<file path="src/rtl/riscv_pkg.sv">
// Shared fetch-side types: NOP encoding, buffer entry layout, FSM states.
// Entry fields are sized for the widest supported XLEN/instruction width.
package riscv_pkg;

   localparam logic [31:0] NOP_INSTR = 32'h0000_0013;

   typedef struct packed {
      logic [63:0] pc;
      logic [31:0] instr;
   } fetch_entry_t;

   typedef enum logic [1:0] {
      RUN,
      DRAIN,
      HALT
   } fetch_state_t;

endpackage

</file>
<file path="src/rtl/instruction_fetch_if.sv">
// Instruction-memory request/response bundle between fetch and imem.
// In-order responses, one per accepted request, latency of at least one cycle.
interface instruction_fetch_if #(
   parameter int XLEN = 64,
   parameter int ILEN = 32
) ();

   logic            imem_req_valid;
   logic            imem_req_ready;
   logic [XLEN-1:0] imem_req_addr;
   logic            imem_rsp_valid;
   logic [ILEN-1:0] imem_rsp_data;

   modport master (
      output imem_req_valid,
      output imem_req_addr,
      input  imem_req_ready,
      input  imem_rsp_valid,
      input  imem_rsp_data
   );

   modport slave (
      input  imem_req_valid,
      input  imem_req_addr,
      output imem_req_ready,
      output imem_rsp_valid,
      output imem_rsp_data
   );

endinterface

</file>
<file path="src/rtl/fetch_buffer.sv">
// Prefetch FIFO of {pc, instr} entries with flush and same-cycle push/pop.
// DEPTH must be a power of two so the pointers wrap for free.
module fetch_buffer
   import riscv_pkg::*;
#(
   parameter int DEPTH = 2,
   localparam int AW = $clog2(DEPTH)
) (
   input  logic         clk,
   input  logic         rst,
   input  logic         push_i,
   input  fetch_entry_t entry_i,
   input  logic         pop_i,
   input  logic         flush_i,
   output fetch_entry_t head_o,
   output logic         full_o,
   output logic         empty_o,
   output logic [AW:0]  count_o
);

   localparam logic [AW:0] FULL_C = (AW + 1)'(DEPTH);

   fetch_entry_t  mem_q [DEPTH];
   logic [AW-1:0] rd_q, rd_d;
   logic [AW-1:0] wr_q, wr_d;
   logic [AW:0]   cnt_q, cnt_d;
   logic          do_push;
   logic          do_pop;

   always_comb begin
      do_pop  = pop_i && (cnt_q != '0);
      do_push = push_i && ((cnt_q != FULL_C) || do_pop);
      rd_d    = rd_q;
      wr_d    = wr_q;
      cnt_d   = cnt_q;
      if (flush_i) begin
         rd_d  = '0;
         wr_d  = '0;
         cnt_d = '0;
      end else begin
         if (do_pop)
            rd_d = rd_q + AW'(1);
         if (do_push)
            wr_d = wr_q + AW'(1);
         cnt_d = cnt_q + (AW + 1)'(do_push)
                       - (AW + 1)'(do_pop);
      end
   end

   always_ff @(posedge clk or negedge rst) begin
      if (!rst) begin
         rd_q  <= '0;
         wr_q  <= '0;
         cnt_q <= '0;
      end else begin
         rd_q  <= rd_d;
         wr_q  <= wr_d;
         cnt_q <= cnt_d;
      end
   end

   // Storage needs no reset: count gates every read.
   always_ff @(posedge clk) begin
      if (do_push && !flush_i)
         mem_q[wr_q] <= entry_i;
   end

   assign head_o  = mem_q[rd_q];
   assign full_o  = (cnt_q == FULL_C);
   assign empty_o = (cnt_q == '0);
   assign count_o = cnt_q;

endmodule

</file>
<file path="src/rtl/instruction_fetch.sv">
// Fetch unit: credit-limited PC requests, prefetch buffer, redirect drain.
// FETCH_MISALIGN_TRAP_EN: misaligned redirect traps into HALT instead of masking.
module instruction_fetch
   import riscv_pkg::*;
#(
   parameter int              XLEN               = 64,
   parameter int              INSTRUCTION_LENGTH = XLEN / 2,
   parameter logic [XLEN-1:0] RESET_VECTOR       = '0,
   parameter int              FETCH_DEPTH        = 2
) (
   input  logic                          clk,
   input  logic                          rst,
   instruction_fetch_if.master           imem,
   input  logic                          redirect_valid,
   input  logic [XLEN-1:0]               redirect_target,
   input  logic                          f_to_d_enable_ff,
   output logic [INSTRUCTION_LENGTH-1:0] instruction,
   output logic [XLEN-1:0]               fetch_pc,
   output logic                          fetch_valid,
   output logic                          misaligned_fault
);

   localparam int CW = $clog2(FETCH_DEPTH) + 1;
   localparam logic [CW-1:0] DEPTH_C = CW'(FETCH_DEPTH);

   fetch_state_t    state_q, state_d;
   logic [XLEN-1:0] pc_q, pc_d;
   logic [XLEN-1:0] rsp_pc_q, rsp_pc_d;
   logic [CW-1:0]   outst_q, outst_d;
   logic [CW-1:0]   drop_q, drop_d;
   logic [CW-1:0]   count;
   logic [CW:0]     used;
   logic [CW:0]     avail;
   logic [XLEN-1:0] target;
   logic            bad_tgt;
   logic            req_fire;
   logic            rsp_in;
   logic            pop;
   logic            push;
   logic            flush;
   logic            full;
   logic            empty;
   fetch_entry_t    head;
   fetch_entry_t    push_entry;

`ifdef FETCH_MISALIGN_TRAP_EN
   logic fault_q;

   assign target  = redirect_target;
   assign bad_tgt = |redirect_target[1:0];

   always_ff @(posedge clk or negedge rst) begin
      if (!rst)
         fault_q <= 1'b0;
      else if (redirect_valid && bad_tgt)
         fault_q <= 1'b1;
   end

   assign misaligned_fault = fault_q;
`else
   assign target           = redirect_target & ~XLEN'(3);
   assign bad_tgt          = 1'b0;
   assign misaligned_fault = 1'b0;
`endif

   // A slot freed by this cycle's pop may be reissued at once.
   assign used  = {1'b0, outst_q} + {1'b0, count};
   assign avail = {1'b0, DEPTH_C} + (CW + 1)'(pop);

   assign imem.imem_req_valid = rst && (state_q == RUN)
                              && (used < avail)
                              && (!full || pop);
   assign imem.imem_req_addr  = pc_q;

   assign req_fire = imem.imem_req_valid && imem.imem_req_ready;
   assign rsp_in   = imem.imem_rsp_valid;
   assign pop      = fetch_valid && f_to_d_enable_ff;

   always_comb begin
      push_entry = '0;
      push_entry.pc[XLEN-1:0] = rsp_pc_q;
      push_entry.instr[INSTRUCTION_LENGTH-1:0] =
         imem.imem_rsp_data;
   end

   always_comb begin
      state_d  = state_q;
      pc_d     = pc_q;
      rsp_pc_d = rsp_pc_q;
      outst_d  = outst_q + CW'(req_fire) - CW'(rsp_in);
      drop_d   = drop_q;
      push     = 1'b0;
      flush    = 1'b0;
      if (redirect_valid) begin
         flush    = 1'b1;
         pc_d     = target;
         rsp_pc_d = target;
         drop_d   = outst_d;
         if (bad_tgt)
            state_d = HALT;
         else if (outst_d != '0)
            state_d = DRAIN;
         else
            state_d = RUN;
      end else begin
         unique case (state_q)
            RUN: begin
               if (req_fire)
                  pc_d = pc_q + XLEN'(4);
               if (rsp_in) begin
                  push     = 1'b1;
                  rsp_pc_d = rsp_pc_q + XLEN'(4);
               end
            end
            DRAIN: begin
               if (rsp_in && drop_q != '0)
                  drop_d = drop_q - CW'(1);
               if (drop_d == '0)
                  state_d = RUN;
            end
            HALT: begin
               if (rsp_in && drop_q != '0)
                  drop_d = drop_q - CW'(1);
            end
            default: state_d = RUN;
         endcase
      end
   end

   always_ff @(posedge clk or negedge rst) begin
      if (!rst) begin
         state_q  <= RUN;
         pc_q     <= RESET_VECTOR;
         rsp_pc_q <= RESET_VECTOR;
         outst_q  <= '0;
         drop_q   <= '0;
      end else begin
         state_q  <= state_d;
         pc_q     <= pc_d;
         rsp_pc_q <= rsp_pc_d;
         outst_q  <= outst_d;
         drop_q   <= drop_d;
      end
   end

   fetch_buffer #(
      .DEPTH (FETCH_DEPTH)
   ) u_buf (
      .clk     (clk),
      .rst     (rst),
      .push_i  (push),
      .entry_i (push_entry),
      .pop_i   (pop),
      .flush_i (flush),
      .head_o  (head),
      .full_o  (full),
      .empty_o (empty),
      .count_o (count)
   );

   assign fetch_valid = !empty;
   assign instruction = empty
      ? INSTRUCTION_LENGTH'(NOP_INSTR)
      : head.instr[INSTRUCTION_LENGTH-1:0];
   assign fetch_pc = empty ? '0 : head.pc[XLEN-1:0];

endmodule

</file>
<file path="src/flat_wrapper.sv">
// flat-port wrapper written by rule: the top's interface ports become plain ports
module instruction_fetch_flat import riscv_pkg::*;
#(
   parameter int              XLEN               = 64,
   parameter int              INSTRUCTION_LENGTH = XLEN / 2,
   parameter logic [XLEN-1:0] RESET_VECTOR       = '0,
   parameter int              FETCH_DEPTH        = 2
)
  (clk, rst, redirect_valid, redirect_target, f_to_d_enable_ff, instruction, fetch_pc, fetch_valid, misaligned_fault, imem_imem_req_valid, imem_imem_req_addr, imem_imem_req_ready, imem_imem_rsp_valid, imem_imem_rsp_data);
  instruction_fetch_if #(.XLEN(XLEN), .ILEN(32)) imem_i ();
  input  logic clk;
  input  logic rst;
  input  logic redirect_valid;
  input  logic [XLEN-1:0] redirect_target;
  input  logic f_to_d_enable_ff;
  output logic [INSTRUCTION_LENGTH-1:0] instruction;
  output logic [XLEN-1:0] fetch_pc;
  output logic fetch_valid;
  output logic misaligned_fault;
  output wire logic [$bits(imem_i.imem_req_valid)-1:0] imem_imem_req_valid;
  output wire logic [$bits(imem_i.imem_req_addr)-1:0] imem_imem_req_addr;
  input wire logic [$bits(imem_i.imem_req_ready)-1:0] imem_imem_req_ready;
  input wire logic [$bits(imem_i.imem_rsp_valid)-1:0] imem_imem_rsp_valid;
  input wire logic [$bits(imem_i.imem_rsp_data)-1:0] imem_imem_rsp_data;
  assign imem_imem_req_valid = imem_i.imem_req_valid;
  assign imem_imem_req_addr = imem_i.imem_req_addr;
  assign imem_i.imem_req_ready = imem_imem_req_ready;
  assign imem_i.imem_rsp_valid = imem_imem_rsp_valid;
  assign imem_i.imem_rsp_data = imem_imem_rsp_data;
  instruction_fetch #(.XLEN(XLEN), .INSTRUCTION_LENGTH(INSTRUCTION_LENGTH), .RESET_VECTOR(RESET_VECTOR), .FETCH_DEPTH(FETCH_DEPTH)) u_core (.clk(clk), .rst(rst), .imem(imem_i), .redirect_valid(redirect_valid), .redirect_target(redirect_target), .f_to_d_enable_ff(f_to_d_enable_ff), .instruction(instruction), .fetch_pc(fetch_pc), .fetch_valid(fetch_valid), .misaligned_fault(misaligned_fault));
endmodule
</file>
<file path="config.mk">
export PLATFORM = sky130hd
export DESIGN_NAME = instruction_fetch_flat
export DESIGN_NICKNAME = d
export VERILOG_FILES = /design/src/rtl/riscv_pkg.sv /design/src/rtl/instruction_fetch_if.sv /design/src/rtl/fetch_buffer.sv /design/src/rtl/instruction_fetch.sv /design/src/flat_wrapper.sv
export SDC_FILE = /design/constraint.sdc
export NUM_CORES = 1
export LEC_CHECK = 0
export ABC_AREA = 0
export CAP_MARGIN = 20
export CORE_UTILIZATION = 25
export CTS_BUF_LIST = sky130_fd_sc_hd__clkbuf_2
export CTS_CLUSTER_SIZE = 40
export DETAILED_ROUTE_END_ITERATION = 6
export SKIP_LAST_GASP = 1
export SLEW_MARGIN = 0
export SYNTH_ARGS = -nofsm -noshare
export SYNTH_HDL_FRONTEND = slang
export SYNTH_SLANG_ARGS = --single-unit
</file>
<file path="constraint.sdc">
create_clock -name clk -period 7.3 [get_ports clk]
set_input_delay 1.825 -clock clk [delete_from_list [all_inputs] [get_ports clk]]
set_output_delay 1.825 -clock clk [all_outputs]
set_load 0.01 [all_outputs]
</file>
==> results of run 1 <==
-- state kept, by name (all words and copies together), names as in the netlist, 2 cells and up --
signal                     cells
u_core.imem.imem_req_addr     62
u_core.u_buf.mem_q           188
u_core.drop_q                  2
u_core.rsp_pc_q               62
u_core.u_buf.count_o           2
u_core.outst_q                 2
-- critical path, stage by stage --
cell             delay, ns
clkdlybuf4s50_1       0.59
nand2b_1              0.14
a21o_1                0.24
and4b_1               0.23
clkdlybuf4s50_1       0.60
-- per-stage QoR --
step | setup slack (ns) | instances
floorplan | 0.2079 | 1252
global placement | 1.871 | 2238
detailed placement | 1.849 | 2238
CTS | 1.651 | 2401
global route | 1.640 | 2402
finish | 1.844 | 2402
-- metal layers --
layer	vias up	wire (µm)	track usage [%]
met2	427	20040	22.04
met4	4	1425	7.135
met1	5410	20300	19.54
met3	99	3852	4.461
li1	5265	-	-
met5	-	27	0
-- cells in the final DEF (no fill, tap or decap), types with 46 or more instances in the layout --
cell | Yosys | routed
clkdlybuf4s50_1 | 0 | 255
edfxtp_1 | 188 | 188
nor2_1 | 152 | 150
dfrtp_1 | 133 | 132
clkbuf_2 | 0 | 130
mux2i_1 | 99 | 99
nand2_1 | 63 | 63
xnor2_1 | 57 | 57
a21oi_1 | 50 | 50
nand3_1 | 48 | 48
xor2_1 | 46 | 46
mux2_2 | 46 | 46
-- area by class of cell --
type,count,area [µm²],share of cell area (%)
flip-flops and latches,321,8977,46.63
multi-input cells,850,5746,29.85
repair buffers,268,2664,13.84
well taps,773,967.2,5.024
clock buffers,130,650.6,3.380
clock inverters,33,143.9,0.7474
inverters,26,100.1,0.5200
diodes,1,2.502,0.01300
-- logic make-up (layout without fill, tap and decap cells) --
logic type / after synthesis / in the layout / share of synthesized area (%)
muxes: 145 / 145 / 10.05
adders and majority gates: 9 / 9 / 0.8002
AOI/OAI and AO/OA: 112 / 112 / 4.551
other: 1 / 6 / 0.02498
xor gates and xnor gates: 103 / 103 / 6.009
buffers and inverters: 81 / 457 / 2.167
DFF: 321 / 321 / 59.78
and+or+nand+nor: 476 / 476 / 16.62
-- power groups by stage --
| stage | Sequential, mW | Clock [mW] | Combinational [mW] |
|---|---|---|---|
| after floorplan | 2.29 | 0 | 0.777 |
| after global placement | 2.38 | 0 | 1.38 |
| after detailed placement | 2.39 | 0 | 1.39 |
| after CTS | 2.35 | 1.35 | 1.40 |
| after global routing | 2.38 | 1.44 | 1.50 |
| final | 2.35 | 1.28 | 1.37 |
-- path summary, 6_finish.rpt --
check	start	end	slack, ns	depth (start not counted)
hold / removal	u_core.rsp_pc_q[59]$_DFFE_PN0P_	u_core.u_buf.mem_q[1][91]$_DFFE_PP_	0.48	0
setup reg to reg	u_core.u_buf.count_o[0]$_DFF_PN0_	u_core.imem.imem_req_addr[63]$_DFFE_PN0P_	3.71	9
hold reg to reg	u_core.rsp_pc_q[59]$_DFFE_PN0P_	u_core.u_buf.mem_q[1][91]$_DFFE_PP_	0.48	0
max in group asynchronous	rst	u_core.imem.imem_req_addr[50]$_DFFE_PN0P_	5.08	2
min in group asynchronous	rst	u_core.rsp_pc_q[11]$_DFFE_PN0P_	0.83	1
setup / recovery	f_to_d_enable_ff	imem_imem_req_valid	1.84	5
==> out/results.md, run 1 <==
### Clocking
- **clock buffers created by TritonCTS** 89
- **H-tree level count** 3
- **# resized after CTS** 0
- **clk sink count** 321
- **clock insertion delay at the later pin of the skew report** 1.02 ns
- **clock transition at the registers of the reported paths** 0.09 ns
- **clk root buf** clkbuf_2
- **hold buffer count at CTS** 0
- **buffers inserted by post-CTS timing repair** 0
- **maximum count of clock buffers along a single path** 3
- **clock tree from TritonCTS** done

### Route
- **wire length per cell after detailed routing** 19.00 µm
- **Residual DRC** 38
- **overall routed net length** 45.64 mm
- **1st-iter DRT viols** 735
- **Via-to-Cell Ratio** 4.665
- **detailed-routing iteration count for the pre-antenna-repair pass** 7
- **number of routed nets with antenna violations** 0
- **total via count after detailed routing** 11210

### Timing
- **Worst-Margin Slew** 0.9333 ns
- **aggregate negative setup slack** 0 ns
- **worst clock skew** 0.1019 ns
- **number of endpoints failing setup at the final stage** 0
- **setup repair after global routing missed its margin** false
- **highest attainable clock frequency** 183.3 MHz
- **Worst slew margin** 37.21%
- **final max-slew violation count** 0
- **worst hold margin** 0.4758 ns
- **final worst path period need** 5.456 ns
- **final count of hold timing violations** 0
- **final critical-path share of the clock period** 74.75%

### Synthesis
- **Synth Register Bits** 321
- **Post-synth EDFFs** 188
- **Mapped Area** 0.01501 mm²
- **top-area cell type share of the netlist area** 37.61%
- **number of instances in the synthesized netlist** 1248
- **primary flip-flop cell chosen by synthesis mapping** edfxtp_1
- **proportion of synthesized flip-flops having asynchronous set or reset** 41.43%
- **cell types occupying the most area after synthesis** edfxtp_1, dfrtp_1, mux2i_1
- **most frequent cell after synthesis** edfxtp_1
- **number of warnings printed during yosys synthesis** 0
- **portion of the post-synthesis area used by sequential elements** 59.78%
- **mean instance size in the synthesized netlist** 12.03 µm²
- **most numerous cell types in the synthesized netlist** edfxtp_1, nor2_1, dfrtp_1
- **Unique masters post-synth** 54
- **top cell type by total area after synthesis** edfxtp_1

### Global routing
- **first-pass GRT wire length** 68.06 mm
- **final global-route overflow total** 0
- **antenna violations before repair** 3
- **overall routing resource usage** 14.83%
- **largest net degree at the start of global routing** 72
- **via count of the first global-routing pass** 11270

### Worst setup path
- **top fanout value on the critical path** 6
- **worst setup path class** input port to primary output
- **Req. time, crit path** 5.48 ns
- **Arrival @ worst endpoint** 3.63 ns
- **critical path capture point type** primary output
- **startpoint class of the critical path** input port

### Floorplan
- **Site Rows** 89
- **Die Ht** 247.0 µm
- **Starting Density** 25.39%
- **area enclosed by the die boundary** 0.06103 mm²
- **total I/O pin count** 265
- **die boundary width** 247.0 µm
- **core area** 0.05913 mm²

### Run status
- **violations in the final reports** design-rule violations
- **status** complete, but fails checks

### Pwr
- **Flop pwr share** 47.0%
- **PD cells** 259.4 mW/mm²
- **Total Power Consumption** 4.993 mW
- **share of power burned in the clock network** 25.6%
- **switching power** 1.715 mW
- **net switching share of the total power** 34.34%
- **fraction of power consumed by combinational cells** 27.4%
- **Lkg Pwr** 6.726 nW
- **VDD IR max** 0.0001295 V
- **Pint** 3.279 mW

### Place
- **post-DP HPWL** 32.69 mm
- **area of placed instances** 0.01845 mm²
- **number of buffer cells added on primary ports** 257
- **final weighted congestion in routability-driven placement** 0.9132

### Layout
- **utilization of the core after routing** 32.56%
- **fillers** 5930
- **final instance area** 0.01925 mm²
- **fraction of final layout cells sized beyond drive strength 1** 13.76%
- **final net count** 1667
- **signed area change from the synthesized netlist to the final layout** 28.24%

### Worst hold path
- **min-delay worst type** flop to flop

### Flow run
- **max-cap check violation count** 0

(Power assumes the default switching activity.)
==> run 2, diff against run 1 <==
==> constraint.sdc (replaced) <==
create_clock -name clk -period 4.6 [get_ports clk]
set_input_delay 1.15 -clock clk [delete_from_list [all_inputs] [get_ports clk]]
set_output_delay 1.15 -clock clk [all_outputs]
set_load 0.01 [all_outputs]
==> run 2 against run 1 <==
Against the previous run: the run still ends with design-rule violations left; register-to-register slack got worse by 2.3 ns; clock-buffer cell count decreased by 7; global-route usage about the same; total power increased by 61%; core utilization is 0.31 points higher; first-iteration DRC count down 21%; clock skew shrank 0.034 ns; critical endpoint unchanged; largest cell class unchanged; largest power group unchanged.
==> out/results.md, run 2 (same netlist as run 1, synthesis figures left out) <==
### Floorplan
- **core area** 0.05913 mm²
- **Starting Density** 25.39%
- **die boundary width** 247.0 µm
- **Site Rows** 89
- **total I/O pin count** 265
- **area enclosed by the die boundary** 0.06103 mm²
- **Die Ht** 247.0 µm

### Worst setup path
- **cell at the slowest stage of the critical path** clkdlybuf4s50_1
- **startpoint class of the critical path** flop
- **CP bufs+invs** 1
- **CP peak stage delay** 0.55 ns
- **Arrival @ worst endpoint** 3.24 ns
- **worst path cell trace** ha_1, fa_1, nand2b_1, a21o_1, and4b_1, clkdlybuf4s50_1
- **Req. time, crit path** 3.45 ns
- **critical path capture point type** primary output
- **top fanout value on the critical path** 4
- **worst setup path class** flop to primary output
- **cell class contributing the biggest share of worst-path delay** adder cells

### Layout
- **most common cell after layout, fill and taps aside** clkdlybuf4s50_1
- **final instance area** 0.01943 mm²
- **max reg flops** 188
- **Largest Register** u_core.u_buf.mem_q
- **signed area change from the synthesized netlist to the final layout** 29.45%
- **top library cells by usage in the layout, fill and taps aside** clkdlybuf4s50_1, edfxtp_1, nor2_1
- **fraction of final layout cells sized beyond drive strength 1** 14.36%
- **final net count** 1677
- **fillers** 5945

### Clocking
- **H-tree level count** 3
- **clock tree from TritonCTS** done
- **clk sink count** 321
- **maximum count of clock buffers along a single path** 3
- **clk root buf** clkbuf_2
- **clock buffers created by TritonCTS** 88
- **clock transition at the registers of the reported paths** 0.09 ns
- **clock insertion delay at the later pin of the skew report** 1.02 ns

### Pwr
- **PD cells** 413.3 mW/mm²
- **Lkg Pwr** 6.793 nW
- **VDD IR max** 0.0001767 V

### Route
- **wire length per cell after detailed routing** 18.84 µm
- **Residual DRC** 38
- **total via count after detailed routing** 11230
- **detailed-routing iteration count for the pre-antenna-repair pass** 6
- **number of routed nets with antenna violations** 0
- **overall routed net length** 45.42 mm
- **Via-to-Cell Ratio** 4.657
- **1st-iter DRT viols** 579

### Place
- **final weighted congestion in routability-driven placement** 0.8992
- **post-DP HPWL** 33.10 mm
- **worst-case setup slack after placement** 0.5096 ns
- **number of buffer cells added on primary ports** 257
- **area of placed instances** 0.01856 mm²

### Timing
- **worst clock skew** 0.06778 ns
- **Worst-Margin Slew** 0.9939 ns
- **final worst path period need** 4.386 ns
- **final count of hold timing violations** 0
- **setup repair after global routing missed its margin** false
- **aggregate negative setup slack** 0 ns
- **number of endpoints failing setup at the final stage** 0
- **highest attainable clock frequency** 228.0 MHz
- **Final WS setup** 0.2136 ns
- **final critical-path share of the clock period** 95.36%
- **worst hold margin** 0.5239 ns
- **final max-slew violation count** 0
- **Worst slew margin** 33.13%

### Worst hold path
- **min-delay worst type** flop to flop

### Run status
- **violations in the final reports** design-rule violations
- **status** complete, but fails checks

### Global routing
- **via count of the first global-routing pass** 11350
- **largest net degree at the start of global routing** 95
- **first-pass GRT wire length** 67.99 mm
- **overall routing resource usage** 14.85%
- **antenna violations before repair** 4
- **final global-route overflow total** 0

### Flow run
- **max-cap check violation count** 0

run 2: changes by cell type in the layout (fill, tap and decap cells not counted), moves of 2 or more:
| cell | delta |
|---|---|
| bufinv_16 | +2 |
| clkinv_1 | -3 |
| buf_4 | +6 |
| clkinv_2 | +6 |
| inv_2 | -2 |
| clkbuf_2 | -7 |
| clkinvlp_4 | +2 |
| buf_12 | +4 |
run 2: metal layers:
layer	share of wire, %	up-vias	global-route usage (%)
met5	0.075	-	0
met4	3.8	4	7.789
met3	8.1	109	4.417
met2	44	417	22.03
met1	44	5442	19.40
li1	-	5256	-
run 2: worst register-to-register path: cells and delay by family, from the launching register on:
family	cells	cell delay, ns
adders and majority gates	2	0.60
and+or+nand+nor	3	1.10
AOI/OAI and AO/OA	3	0.90
DFF	1	0.46
run 2: worst paths after layout:
kind / start / to / slack (ns) / cells past startpoint
hold / removal: u_core.rsp_pc_q[62]$_DFFE_PN0P_ / u_core.u_buf.mem_q[1][94]$_DFFE_PP_ / 0.52 / 0
max in group asynchronous: rst / u_core.u_buf.rd_q$_DFFE_PN0P_ / 2.14 / 4
setup reg to reg: u_core.u_buf.count_o[0]$_DFF_PN0_ / u_core.imem.imem_req_addr[53]$_DFFE_PN0P_ / 1.42 / 8
setup / recovery: u_core.u_buf.count_o[0]$_DFF_PN0_ / imem_imem_req_valid / 0.21 / 6
min in group asynchronous: rst / u_core.imem.imem_req_addr[22]$_DFFE_PN0P_ / 0.56 / 2
hold reg to reg: u_core.rsp_pc_q[62]$_DFFE_PN0P_ / u_core.u_buf.mem_q[1][94]$_DFFE_PP_ / 0.52 / 0
run 2: layout make-up:
cell class	count	area, µm²	area share (%)
antenna	2	5.005	0.02575
tap	773	967.2	4.977
clock inverter	37	221.5	1.140
clock buffer	123	615.6	3.168
timing repair buffer	279	2799	14.40
inverter	26	100.1	0.5151
multi-input combinational	850	5746	29.57
sequential	321	8979	46.20
run 2: where the power goes:
part | switching, mW | internal, mW
logic | 1.14 | 1.11
registers | 0.331 | 3.35
clock network | 1.25 | 0.849
run 2: through the flow:
step           utilization [%]  instances  total power [mW]
3_5_place_dp             31.40       2246             6.013
3_3_place_gp             31.40       2246             5.976
4_1_cts                  32.84       2408             8.185
6_report                 32.86       2411             8.031
5_1_grt                  32.86       2411             8.527
2_1_floorplan                -       1252             4.853
run 2: timing repair:
item                                    4_1_cts  5_1_grt
endpoints found under the setup margin        1        1
setup buffers                                 1        1
hold endpoints to repair                     18        0
hold buffers                                  1        0
pin swaps                                     1        0
cloned                                        0        0
gates resized for setup                       1        0
